**config.mk**
```make
export PLATFORM = sky130hd
export DESIGN_NAME = sys_bridge_flat
export DESIGN_NICKNAME = d
export VERILOG_FILES = /design/src/rtl/sys_bridge_if.sv /design/src/rtl/sys_bridge.sv /design/src/flat_wrapper.sv
export SDC_FILE = /design/constraint.sdc
export NUM_CORES = 1
export LEC_CHECK = 0
export ABC_AREA = 1
export CORE_MARGIN = 2
export CORE_UTILIZATION = 42
export CTS_BUF_LIST = sky130_fd_sc_hd__clkbuf_4
export DETAILED_ROUTE_END_ITERATION = 16
export PLACE_DENSITY = 0.83
export SLEW_MARGIN = 20
export SYNTH_ARGS = -nofsm -noshare
export SYNTH_HDL_FRONTEND = slang
export SYNTH_SLANG_ARGS = --single-unit
```
**constraint.sdc**
```tcl
create_clock -name clk -period 1.7 [get_ports clk]
set_clock_uncertainty 0.15 [all_clocks]
set_input_delay 0.34 -clock clk [delete_from_list [all_inputs] [get_ports clk]]
set_output_delay 0.34 -clock clk [all_outputs]
set_load 0.02 [all_outputs]
```
**src/rtl/sys_bridge_if.sv**
```systemverilog
// sys_bridge_if: CPU data-port handshake between the CPU (master) and sys_bridge (slave).
//   cpu_req/cpu_we/cpu_addr/cpu_wd : request side, held stable by the CPU until cpu_ack
//   cpu_rd/cpu_ack/cpu_err         : response side, driven by the bridge
interface sys_bridge_if;
  logic        cpu_req;
  logic        cpu_we;
  logic [31:0] cpu_addr;
  logic [31:0] cpu_wd;
  logic [31:0] cpu_rd;
  logic        cpu_ack;
  logic        cpu_err;

  modport master (
    output cpu_req, cpu_we, cpu_addr, cpu_wd,
    input  cpu_rd, cpu_ack, cpu_err
  );

  modport slave (
    input  cpu_req, cpu_we, cpu_addr, cpu_wd,
    output cpu_rd, cpu_ack, cpu_err
  );
endinterface

```
**src/rtl/sys_bridge.sv**
```systemverilog
// sys_bridge: bus initiator between the CPU data port and two memory-mapped timers,
// plus a local IRQ mask register and the registered HWInt vector.
//
// Ports
//   clk, reset_n       : clock, asynchronous active-low reset
//   cpu (slave)        : CPU request/response handshake (see sys_bridge_if)
//   DEV_Addr, DEV_WD   : shared device address / write data (latched request)
//   DEV0_WE, DEV1_WE   : one-cycle write strobes
//   DEV0_RD, DEV1_RD   : combinational device read data
//   irq_in, hwint      : level interrupts in, masked and registered interrupts out
//
// Optional feature: define BRIDGE_BUSERR_EN to flag unmapped accesses on cpu_err.
// Without it cpu_err stays 0; timing is identical either way.
//
// Every access takes the same path: request sampled in IDLE, device driven in ACCESS,
// ack in RESP. Address map: DEV0 / DEV1 / local, 16-byte windows each.
//
// state  | meaning
// IDLE   | waiting for cpu_req; latches address, data, direction and decode
// ACCESS | latched address/data on the device bus; write strobe or read capture
// RESP   | cpu_ack (and cpu_err) pulse for one cycle
module sys_bridge #(
  parameter logic [31:0] DEV0_BASE   = 32'h0000_7F00,
  parameter logic [31:0] DEV1_BASE   = 32'h0000_7F10,
  parameter logic [31:0] BRIDGE_BASE = 32'h0000_7F20,
  parameter int          N_IRQ       = 6
) (
  input  logic             clk,
  input  logic             reset_n,
  sys_bridge_if.slave      cpu,
  output logic [31:0]      DEV_Addr,
  output logic [31:0]      DEV_WD,
  output logic             DEV0_WE,
  output logic             DEV1_WE,
  input  logic [31:0]      DEV0_RD,
  input  logic [31:0]      DEV1_RD,
  input  logic [N_IRQ-1:0] irq_in,
  output logic [N_IRQ-1:0] hwint
);

  typedef enum logic [1:0] {
    IDLE   = 2'd0,
    ACCESS = 2'd1,
    RESP   = 2'd2
  } state_t;

  typedef enum logic [1:0] {
    SEL_NONE  = 2'd0,
    SEL_DEV0  = 2'd1,
    SEL_DEV1  = 2'd2,
    SEL_LOCAL = 2'd3
  } sel_t;

  state_t            state_q, state_d;
  sel_t              sel_q, sel_d;
  sel_t              sel_in;
  logic              we_q, we_d;
  logic [31:0]       addr_q, addr_d;
  logic [31:0]       wd_q, wd_d;
  logic              dev0_we_q, dev0_we_d;
  logic              dev1_we_q, dev1_we_d;
  logic [31:0]       rd_q, rd_d;
  logic              ack_q, ack_d;
  logic              err_q, err_d;
  logic [N_IRQ-1:0]  mask_q, mask_d;
  logic [N_IRQ-1:0]  hwint_q, hwint_d;
  logic [31:0]       local_rd;
  logic [31:0]       sel_rd;

  // Address decode on the live request; only the upper 28 bits pick the window.
  always_comb begin
    sel_in = SEL_NONE;
    if (cpu.cpu_addr[31:4] == DEV0_BASE[31:4]) begin
      sel_in = SEL_DEV0;
    end else if (cpu.cpu_addr[31:4] == DEV1_BASE[31:4]) begin
      sel_in = SEL_DEV1;
    end else if (cpu.cpu_addr[31:4] == BRIDGE_BASE[31:4]) begin
      sel_in = SEL_LOCAL;
    end
  end

  // Local register read mux: +0 mask, +4 raw irq_in, +8/+C read zero.
  always_comb begin
    local_rd = '0;
    case (addr_q[3:2])
      2'd0:    local_rd[N_IRQ-1:0] = mask_q;
      2'd1:    local_rd[N_IRQ-1:0] = irq_in;
      default: local_rd = '0;
    endcase
  end

  always_comb begin
    sel_rd = '0;
    case (sel_q)
      SEL_DEV0:  sel_rd = DEV0_RD;
      SEL_DEV1:  sel_rd = DEV1_RD;
      SEL_LOCAL: sel_rd = local_rd;
      default:   sel_rd = '0;
    endcase
  end

  always_comb begin
    state_d   = state_q;
    sel_d     = sel_q;
    we_d      = we_q;
    addr_d    = addr_q;
    wd_d      = wd_q;
    dev0_we_d = 1'b0;
    dev1_we_d = 1'b0;
    rd_d      = rd_q;
    ack_d     = 1'b0;
    err_d     = 1'b0;
    mask_d    = mask_q;
    hwint_d   = irq_in & mask_q;

    case (state_q)
      IDLE: begin
        if (cpu.cpu_req) begin
          sel_d     = sel_in;
          we_d      = cpu.cpu_we;
          addr_d    = cpu.cpu_addr;
          wd_d      = cpu.cpu_wd;
          // Strobes are registered here so they are high for exactly the ACCESS cycle.
          dev0_we_d = cpu.cpu_we && (sel_in == SEL_DEV0);
          dev1_we_d = cpu.cpu_we && (sel_in == SEL_DEV1);
          state_d   = ACCESS;
        end
      end
      ACCESS: begin
        if (!we_q) begin
          rd_d = sel_rd;
        end else if ((sel_q == SEL_LOCAL) && (addr_q[3:2] == 2'd0)) begin
          mask_d = wd_q[N_IRQ-1:0];
        end
        ack_d = 1'b1;
`ifdef BRIDGE_BUSERR_EN
        err_d = (sel_q == SEL_NONE);
`else
        err_d = 1'b0;
`endif
        state_d = RESP;
      end
      RESP: begin
        state_d = IDLE;
      end
      default: begin
        state_d = IDLE;
      end
    endcase
  end

  always_ff @(posedge clk or negedge reset_n) begin
    if (!reset_n) begin
      state_q   <= IDLE;
      sel_q     <= SEL_NONE;
      we_q      <= 1'b0;
      addr_q    <= '0;
      wd_q      <= '0;
      dev0_we_q <= 1'b0;
      dev1_we_q <= 1'b0;
      rd_q      <= '0;
      ack_q     <= 1'b0;
      err_q     <= 1'b0;
      mask_q    <= '1;
      hwint_q   <= '0;
    end else begin
      state_q   <= state_d;
      sel_q     <= sel_d;
      we_q      <= we_d;
      addr_q    <= addr_d;
      wd_q      <= wd_d;
      dev0_we_q <= dev0_we_d;
      dev1_we_q <= dev1_we_d;
      rd_q      <= rd_d;
      ack_q     <= ack_d;
      err_q     <= err_d;
      mask_q    <= mask_d;
      hwint_q   <= hwint_d;
    end
  end

  assign cpu.cpu_rd  = rd_q;
  assign cpu.cpu_ack = ack_q;
  assign cpu.cpu_err = err_q;
  assign DEV_Addr    = addr_q;
  assign DEV_WD      = wd_q;
  assign DEV0_WE     = dev0_we_q;
  assign DEV1_WE     = dev1_we_q;
  assign hwint       = hwint_q;

endmodule

```
**src/flat_wrapper.sv**
```systemverilog
// flat-port wrapper written by rule: the top's interface ports become plain ports
module sys_bridge_flat 
#(
  parameter logic [31:0] DEV0_BASE   = 32'h0000_7F00,
  parameter logic [31:0] DEV1_BASE   = 32'h0000_7F10,
  parameter logic [31:0] BRIDGE_BASE = 32'h0000_7F20,
  parameter int          N_IRQ       = 6
)
  (clk, reset_n, DEV_Addr, DEV_WD, DEV0_WE, DEV1_WE, DEV0_RD, DEV1_RD, irq_in, hwint, cpu_cpu_req, cpu_cpu_we, cpu_cpu_addr, cpu_cpu_wd, cpu_cpu_rd, cpu_cpu_ack, cpu_cpu_err);
  sys_bridge_if cpu_i ();
  input  logic clk;
  input  logic reset_n;
  output logic [31:0] DEV_Addr;
  output logic [31:0] DEV_WD;
  output logic DEV0_WE;
  output logic DEV1_WE;
  input  logic [31:0] DEV0_RD;
  input  logic [31:0] DEV1_RD;
  input  logic [N_IRQ-1:0] irq_in;
  output logic [N_IRQ-1:0] hwint;
  input wire logic [$bits(cpu_i.cpu_req)-1:0] cpu_cpu_req;
  input wire logic [$bits(cpu_i.cpu_we)-1:0] cpu_cpu_we;
  input wire logic [$bits(cpu_i.cpu_addr)-1:0] cpu_cpu_addr;
  input wire logic [$bits(cpu_i.cpu_wd)-1:0] cpu_cpu_wd;
  output wire logic [$bits(cpu_i.cpu_rd)-1:0] cpu_cpu_rd;
  output wire logic [$bits(cpu_i.cpu_ack)-1:0] cpu_cpu_ack;
  output wire logic [$bits(cpu_i.cpu_err)-1:0] cpu_cpu_err;
  assign cpu_i.cpu_req = cpu_cpu_req;
  assign cpu_i.cpu_we = cpu_cpu_we;
  assign cpu_i.cpu_addr = cpu_cpu_addr;
  assign cpu_i.cpu_wd = cpu_cpu_wd;
  assign cpu_cpu_rd = cpu_i.cpu_rd;
  assign cpu_cpu_ack = cpu_i.cpu_ack;
  assign cpu_cpu_err = cpu_i.cpu_err;
  sys_bridge #(.DEV0_BASE(DEV0_BASE), .DEV1_BASE(DEV1_BASE), .BRIDGE_BASE(BRIDGE_BASE), .N_IRQ(N_IRQ)) u_core (.clk(clk), .reset_n(reset_n), .cpu(cpu_i), .DEV_Addr(DEV_Addr), .DEV_WD(DEV_WD), .DEV0_WE(DEV0_WE), .DEV1_WE(DEV1_WE), .DEV0_RD(DEV0_RD), .DEV1_RD(DEV1_RD), .irq_in(irq_in), .hwint(hwint));
endmodule
```
== After elaboration in Yosys (flattened, before gate mapping) ==
Index checks and enable logic that the tools add are counted.

* Register bits: 116
* Input port bits: 138
* Output and inout bits: 106
* Word-level logic and storage cells: 44

* Eq/ne operators: 11
* Multiplexer cells: 12
* Bitwise logic cells: 2
* Reduce and logical (&&, ||, !) cells: 8

{| class="wikitable"
|+ Operators with widths
! cell !! count
|-
| 32-bit one-hot mux with 3 select lines || 1
|-
| 28-bit by 11-bit equality test with 1-bit output, second input constant || 3
|-
| 6-bit one-hot mux with 2 select lines || 1
|-
| 2-bit by 1-bit equality test with 1-bit output, second input constant || 4
|-
| 2-bit 2-to-1 mux || 4
|-
| 6-bit AND || 1
|-
| 2-bit equality test, second input constant || 3
|-
| 1-bit 2-to-1 mux || 5
|-
| 2-bit zero test || 2
|-
| 2-bit one-hot mux with 2 select lines || 1
|-
| 2-bit AND reduction || 2
|-
| 1-bit logical AND || 3
|-
| 3-bit AND reduction || 1
|-
| 2-bit inequality test, second input constant || 1
|-
| 1-bit NOT || 1
|}

== Depth between registers and ports, before layout ==
* Depth in word-level cells: 8
* Mapped depth: 8
* Mapped depth without buffers: 8

== Worst setup path after synthesis ==
OpenSTA, ideal clock, no wires.

* Path type: flip-flop to flip-flop
* Start point: register u_core.addr_q[2], in the netlist u_core.DEV_Addr[2]
* End point: register u_core.mask_q[1]
* Setup time: 0.076 ns
* Arrival time: 1.150 ns
* Data required time: 1.474 ns
* Setup slack: 0.324 ns
* Stages on the path, launching flop included: 7
* Buffers on the path: 2
* Period minus slack after synthesis: 1.376 ns
* Path through: dfrtp_1 buf_2 nor3_2 nand3_2 buf_6 nand2_1 o21ai_2

* Longest elaborated chain between the ends: 3

{| class="wikitable"
|+ Ends and longest elaborated chain
! what !! line !! RTL
|-
| start, declared || sys_bridge.sv:58 || <nowiki>logic [31:0] addr_q, addr_d;</nowiki>
|-
| start signal, assigned || sys_bridge.sv:170 || <nowiki>addr_q <= addr_d;</nowiki>
|-
| 2-bit zero test || sys_bridge.sv:132 || <nowiki>end else if ((sel_q == SEL_LOCAL) && (addr_q[3:2] == 2'd0)) begin</nowiki>
|-
| 1-bit logical AND || sys_bridge.sv:132 ||
|-
| 3-bit AND reduction (no line) || - ||
|-
| end signal, assigned || sys_bridge.sv:177 || <nowiki>mask_q <= mask_d;</nowiki>
|-
| end, declared || sys_bridge.sv:65 || <nowiki>logic [N_IRQ-1:0] mask_q, mask_d;</nowiki>
|}

No other way between the ends.
A chain may end at the register's enable or synchronous reset.

== Worst setup path in the final report ==
* Start point: register u_core.hwint_q[3], in the netlist u_core.hwint[3]
* End point: output hwint[3]

{| class="wikitable"
|+ RTL lines
! what !! line !! RTL
|-
| start, declared || sys_bridge.sv:66 || <nowiki>logic [N_IRQ-1:0] hwint_q, hwint_d;</nowiki>
|-
| start signal, assigned || sys_bridge.sv:178 || <nowiki>hwint_q <= hwint_d;</nowiki>
|-
| end, declared || flat_wrapper.sv:20 || <nowiki>output logic [N_IRQ-1:0] hwint;</nowiki>
|}

No word-level cell between the ends.

==> flow_metrics.env <==
export IMPL_rows=39
export IMPL_postSynthCellCount=554
export IMPL_max_vdd_ir_drop_v=0.000726
export IMPL_syn_area_sq_um=4910
export IMPL_coreArea_sq_um=11400
export IMPL_grt_usage=0.237
export IMPL_hp_class="in -> async"
export IMPL_firstDrtPassIters=7
export IMPL_crit_path_start_kind="flip-flop"
export IMPL_fin_crit_sh=0.947
export IMPL_port_buffers=242
export IMPL_finalSetupViolCount=0
export IMPL_start_util=0.430
export IMPL_antenna_cells=0
export IMPL_avgViaCountPerCell=4.91
export IMPL_clockBufferDepth=2
export IMPL_crit_arrival_ns=1.12
export IMPL_endpoint_kind="primary output"
export IMPL_cts_tree="yes"
export IMPL_io_pins=244
export IMPL_synth_common_cells="nand2_1, dfrtp_1, a21oi_1"
export IMPL_syn_nets=692
export IMPL_post_place_ws_ns=-0.0475
export IMPL_path_class="reg -> out"
export IMPL_grt_ovfl_total=0
export IMPL_synthTopCellsByArea="dfrtp_1, nand2_1, a2bb2oi_1"
export IMPL_drcViolationCount=0
export IMPL_clock_sinks=116
export IMPL_postRouteAntennaNets=0
export IMPL_cp_required_ns=1.21
export IMPL_async_flop_share=1.00
export IMPL_path_cells="clkdlybuf4s15_2"
export IMPL_grt_pass1_wl_um=23600
export IMPL_numCtsBuffers=17
export IMPL_gp_congestion=0.888
export IMPL_htree_num_levels=4
export IMPL_wirelength_um=14600
export IMPL_cts_clk_slew_worst_paths_ns=0.10
export IMPL_seq_area_frac_synth=0.592
export IMPL_dpl_hpwl_um=11100
export IMPL_cpLargestDelayFamily="flip-flops"
export IMPL_whs_ns=0.167
export IMPL_grt_setup_unrepaired="false"
export IMPL_drtIter0Drc=242
export IMPL_hold_viol_final=0
export IMPL_status="complete, no violations"
export IMPL_insertion_delay_ns=0.49
export IMPL_area_delta_synth_final_pct=49.9
export IMPL_p_leak_nw=3.74
export IMPL_cap_violations=0
export IMPL_die_width_um=112
export IMPL_fp_dieH_um=112
export IMPL_cpPeakStageDelay_ns=0.38
export IMPL_ys_ff_latch=116
export IMPL_synth_top_area_share=0.560
export IMPL_max_freq_mhz=621
export IMPL_synth_most_common_cell="nand2_1"
export IMPL_syn_area_per_cell_sq_um=8.87
export IMPL_powerDensity_nw_per_um2=1230
export IMPL_dieArea_sq_um=12600
export IMPL_fin_nets=945
export IMPL_path_buf_inv=1
export IMPL_grt_pass1_vias=4953
export IMPL_synth_cell_types=23
export IMPL_yosys_area_top_type="dfrtp_1"
export IMPL_path_max_fanout=1
export IMPL_grt_max_degree=47
export IMPL_synth_edf_count=0
export IMPL_yosys_warnings=0
export IMPL_grt_antenna_before_repair=0
export IMPL_period_minus_slack_ns=1.61
export IMPL_dr_total_vias=4726
export IMPL_slowest_stage="dfrtp_1"
export IMPL_cts_root_buf="clkbuf_4"
export IMPL_wl_per_cell_um=15.2
export IMPL_slew_viol_final=0
export IMPL_drive_above_1_share=0.217
export IMPL_synth_main_ff_cell="dfrtp_1"
export IMPL_setup_slack_ns=0.0905
==> logic make-up after synthesis <==
group	count (synthesis)	synth area share
and+or+nand+nor	284	0.227
DFF	116	0.592
AOI/OAI and AO/OA	90	0.116
buffers and inverters	63	0.0637
other	1	0.000763
==> final timing paths <==
path | cells after the start | to | slack [ns] | startpoint
max | 1 | hwint[3] | 0.09 | u_core.hwint[3]$_DFF_PN0_
min reg2reg | 2 | u_core.cpu.cpu_rd[0]$_DFFE_PN0P_ | 0.33 | u_core.cpu.cpu_rd[0]$_DFFE_PN0P_
max reg2reg | 6 | u_core.cpu.cpu_rd[12]$_DFFE_PN0P_ | 0.17 | u_core.sel_q[1]$_DFFE_PN0P_
min in group clk | 3 | u_core.DEV_WD[21]$_DFFE_PN0P_ | 0.22 | cpu_cpu_wd[21]
max in group asynchronous | 3 | u_core.DEV_WD[4]$_DFFE_PN0P_ | 0.70 | reset_n
min | 2 | u_core.DEV_Addr[25]$_DFFE_PN0P_ | 0.17 | reset_n
==> repair_timing <==
item,4_1_cts,5_1_grt
hold buffers,1,0
endpoints found under the hold margin,116,0
setup endpoints to repair,105,51
resized for setup,363,51
buffers inserted,2,0
==> layout by cell type (no fill, tap or decap), types with 7 or more instances in the layout <==
cell type        synthesis  routed
nand2_1                253     253
clkdlybuf4s50_1          0     136
dfrtp_1                110     110
buf_2                   13      97
a21oi_1                 33      33
inv_1                   30      30
a2bb2oi_1               26      26
o21ai_0                 20      20
clkbuf_4                 0      19
buf_4                    4      15
nor2_1                  13      13
nand3_1                  9       9
clkdlybuf4s15_2          0       7
==> flip-flops by register name (all words and copies together) (netlist names) <==
register and cells:
u_core.DEV0_WE 1, u_core.hwint 6, u_core.state_q 2, u_core.mask_q 6
u_core.we_q 1, u_core.DEV1_WE 1, u_core.DEV_Addr 32, u_core.sel_q 2
u_core.cpu.cpu_rd 32, u_core.DEV_WD 32, u_core.cpu.cpu_ack 1
==> worst register-to-register path: stages, from the launching register on <==
cell       delay, ns
dfrtp_1         0.41
inv_1           0.08
nand2_1         0.06
inv_2           0.29
buf_4           0.24
a21oi_1         0.08
a2bb2oi_1       0.15
==> cell type report <==
class                   count  area, sq um
fillers                   970         4060
flip-flops and latches    116         2910
repair buffers            263         2170
multi-input cells         375         1690
well taps                 143          179
clock buffers              19          143
clock inverters            13          140
inverters                  34          128
==> stage by stage <==
step           instance area (sq um)  instances  power, mW  setup TNS, ns   util
2_1_floorplan                   4910        554       5.63              0      -
3_3_place_gp                    7540        928       7.66        -0.0157  0.660
3_5_place_dp                    7540        928       7.75         -0.138  0.660
4_1_cts                         7680        963       9.40              0  0.673
5_1_grt                         7360        963       9.54              0  0.645
6_report                        7360        963       9.04              0  0.645
==> power breakdown <==
group / leakage (nW) / internal, mW / switching, mW
clock network: 0.152 / 1.02 / 0.995
logic: 2.15 / 1.29 / 1.92
registers: 1.43 / 3.44 / 0.372
==> routing by layer <==
metal  GRT usage  part of all wire  vias to the layer above
li1            -                 -                     2266
met1       0.270              0.38                     2198
met2       0.412              0.50                      235
met3      0.0788             0.092                       27
met4      0.0951             0.024                        0
met5           0                 0                        -
(Power assumes the default switching activity.)
==> RTL edit, RTL diff (same flow settings) <==
Add a define of `BRIDGE_BUSERR_EN`.
--- a/src/rtl/sys_bridge.sv
+++ b/src/rtl/sys_bridge.sv
@@ -19,6 +19,8 @@
 // IDLE   | waiting for cpu_req; latches address, data, direction and decode
 // ACCESS | latched address/data on the device bus; write strobe or read capture
 // RESP   | cpu_ack (and cpu_err) pulse for one cycle
+`define BRIDGE_BUSERR_EN
+
 module sys_bridge #(
   parameter logic [31:0] DEV0_BASE   = 32'h0000_7F00,
   parameter logic [31:0] DEV1_BASE   = 32'h0000_7F10,
Check against the original RTL: not equivalent (Yosys sat finds a counterexample within 4 cycles, from zero or initial values and one cycle with reset_n low).
==> RTL edit against the unedited design <==
Sequential cell count grew 1. Count of clock-buffer cells in the layout grew 1. Power shrank 6.2%. Area after synthesis shrank 1.6%. Global-route usage grew 0.70 points. Routed wire length shrank 1.1%. Hold slack lost 16 ps. Sequential power is essentially flat. Design area shrank 2.2%. Setup slack gained 19 ps. Critical path type unchanged. Critical endpoint is now hwint[2].
==> RTL edit: results (changes against the unedited design) <==
* Largest net degree at the start of global routing at 48 (+2.1%)
* Router iterations before antenna repair at 6 (-1)
* Layout cells sized above 1 at 20.3% (-1.4 points)
* R2r setup slk at 130 ps (-40 ps)
* Cell count after synthesis at 546 (-1.4%)
* First-pass GRT wire length at 23700 µm (+0.58%)
* Clock latency on the worst-skew pair at 520 ps (+30 ps)
* Final layout net count at 935 (-1.1%)
* Gpl congestion at 0.854 (-3.8%)
* Worst EP arrival at 1100 ps (-20 ps)
* Status: finished, final reports clean
* Via count at 4695 (-0.66%)
* Vias in the first global route at 4824 (-2.6%)
* Total Routed Length at 14500 µm (-1.1%)
* Tot GR Track Use at 24.4% (+0.70 points)
* RR Endpoint: u_core.cpu.cpu_rd[0]
* Unique masters post-synth at 18 (-22%)
* Dpl hpwl at 10800 µm (-2.8%)
* Placed Area at 0.00752 mm² (-0.28%)
* Register area share after synthesis at 60.7% (+1.5 points)
* Peak supply drop at 0.618 mV (-15%)
* Placed Instances at 919 (-0.97%)
* Worst r2r path cells at 8 (+2)
* Syn nets at 684 (-1.2%)
* Reg-to-reg critical path startpoint: u_core.DEV_Addr[3]
* Non-filler cells, final at 952 (-1.1%)
* Synth area leaders: dfrtp_1 (57%), nand2_1 (20%), a2bb2oi_1 (4.7%)
RTL edit: changes by cell type after synthesis, moves of 4 or more:
cell     unedited run  this run
a21oi_1            33        27
buf_6               6         0
inv_2               4         0
nand2_1           253       261
nand3_1             9         3
nand4_1             1         7
o21ai_1             5         0
RTL edit: worst max-delay path by stage:
stage,cells after the start,slack [ps],end,from
4_1_cts,1,0.6,cpu_cpu_rd[4],u_core.cpu.cpu_rd[4]
3_5_place_dp,9,-80,u_core.DEV0_WE,cpu_cpu_addr[13]
6_report,1,110,hwint[2],u_core.hwint[2]
3_3_place_gp,9,-30,u_core.sel_q[1],cpu_cpu_addr[13]
2_1_floorplan,5,290,u_core.mask_q[1],u_core.DEV_Addr[3]
5_1_grt,1,10,DEV_WD[10],u_core.DEV_WD[10]
RTL edit: power by group:
| part | internal [mW] | switching, mW | leakage [nW] |
|---|---|---|---|
| Sequential | 3.47 | 0.363 | 1.45 |
| Combinational | 1.26 | 1.87 | 2.12 |
| Clock | 0.570 | 0.942 | 0.116 |
RTL edit: layout make-up:
class | count | share of cell area (%)
Tap cell | 143 | 2.49
Clock inverter | 11 | 0.626
Sequential cell | 117 | 40.8
Timing Repair Buffer | 259 | 29.3
Inverter | 32 | 1.67
Multi-Input combinational cell | 370 | 23.0
Clock buffer | 20 | 2.09
RTL edit: what timing repair did:
item,in CTS,in global routing
endpoints found under the hold margin,117,0
hold buffers,1,0
setup buffers,1,0
setup endpoints to repair,106,14
gates resized for setup,411,14
RTL edit: kinds of logic (layout without fill, tap and decap cells):
| family | Yosys count | count (layout) | share of synthesized area, % |
|---|---|---|---|
| AOI/OAI and AO/OA | 78 | 78 | 10.6 |
| buffers and inverters | 59 | 322 | 5.15 |
| DFF | 117 | 117 | 60.7 |
| and+or+nand+nor | 292 | 292 | 23.6 |
RTL edit: stage by stage:
step / setup slack (ps) / hold slack (ps) / util [%] / power (mW) / TNS [ps]
detailed placement: -78.0 / 146 / 66.4 / 7.71 / -188
finish: 109 / 151 / 63.6 / 8.48 / 0
CTS: 0.647 / 98.7 / 64.4 / 8.64 / 0
global placement: -33.9 / 141 / 66.4 / 7.62 / -100
global route: 9.87 / 111 / 63.6 / 9.01 / 0
floorplan: 292 / -106 / - / 5.59 / 0
RTL edit: metal layers:
| layer | global-route usage (%) | vias to the layer above | share of wire, % |
|---|---|---|---|
| met4 | 11.4 | 0 | 3.1 |
| met3 | 8.47 | 37 | 8.2 |
| met5 | 0 | - | 0 |
| li1 | - | 2239 | - |
| met2 | 40.6 | 217 | 49 |
| met1 | 28.6 | 2202 | 40 |
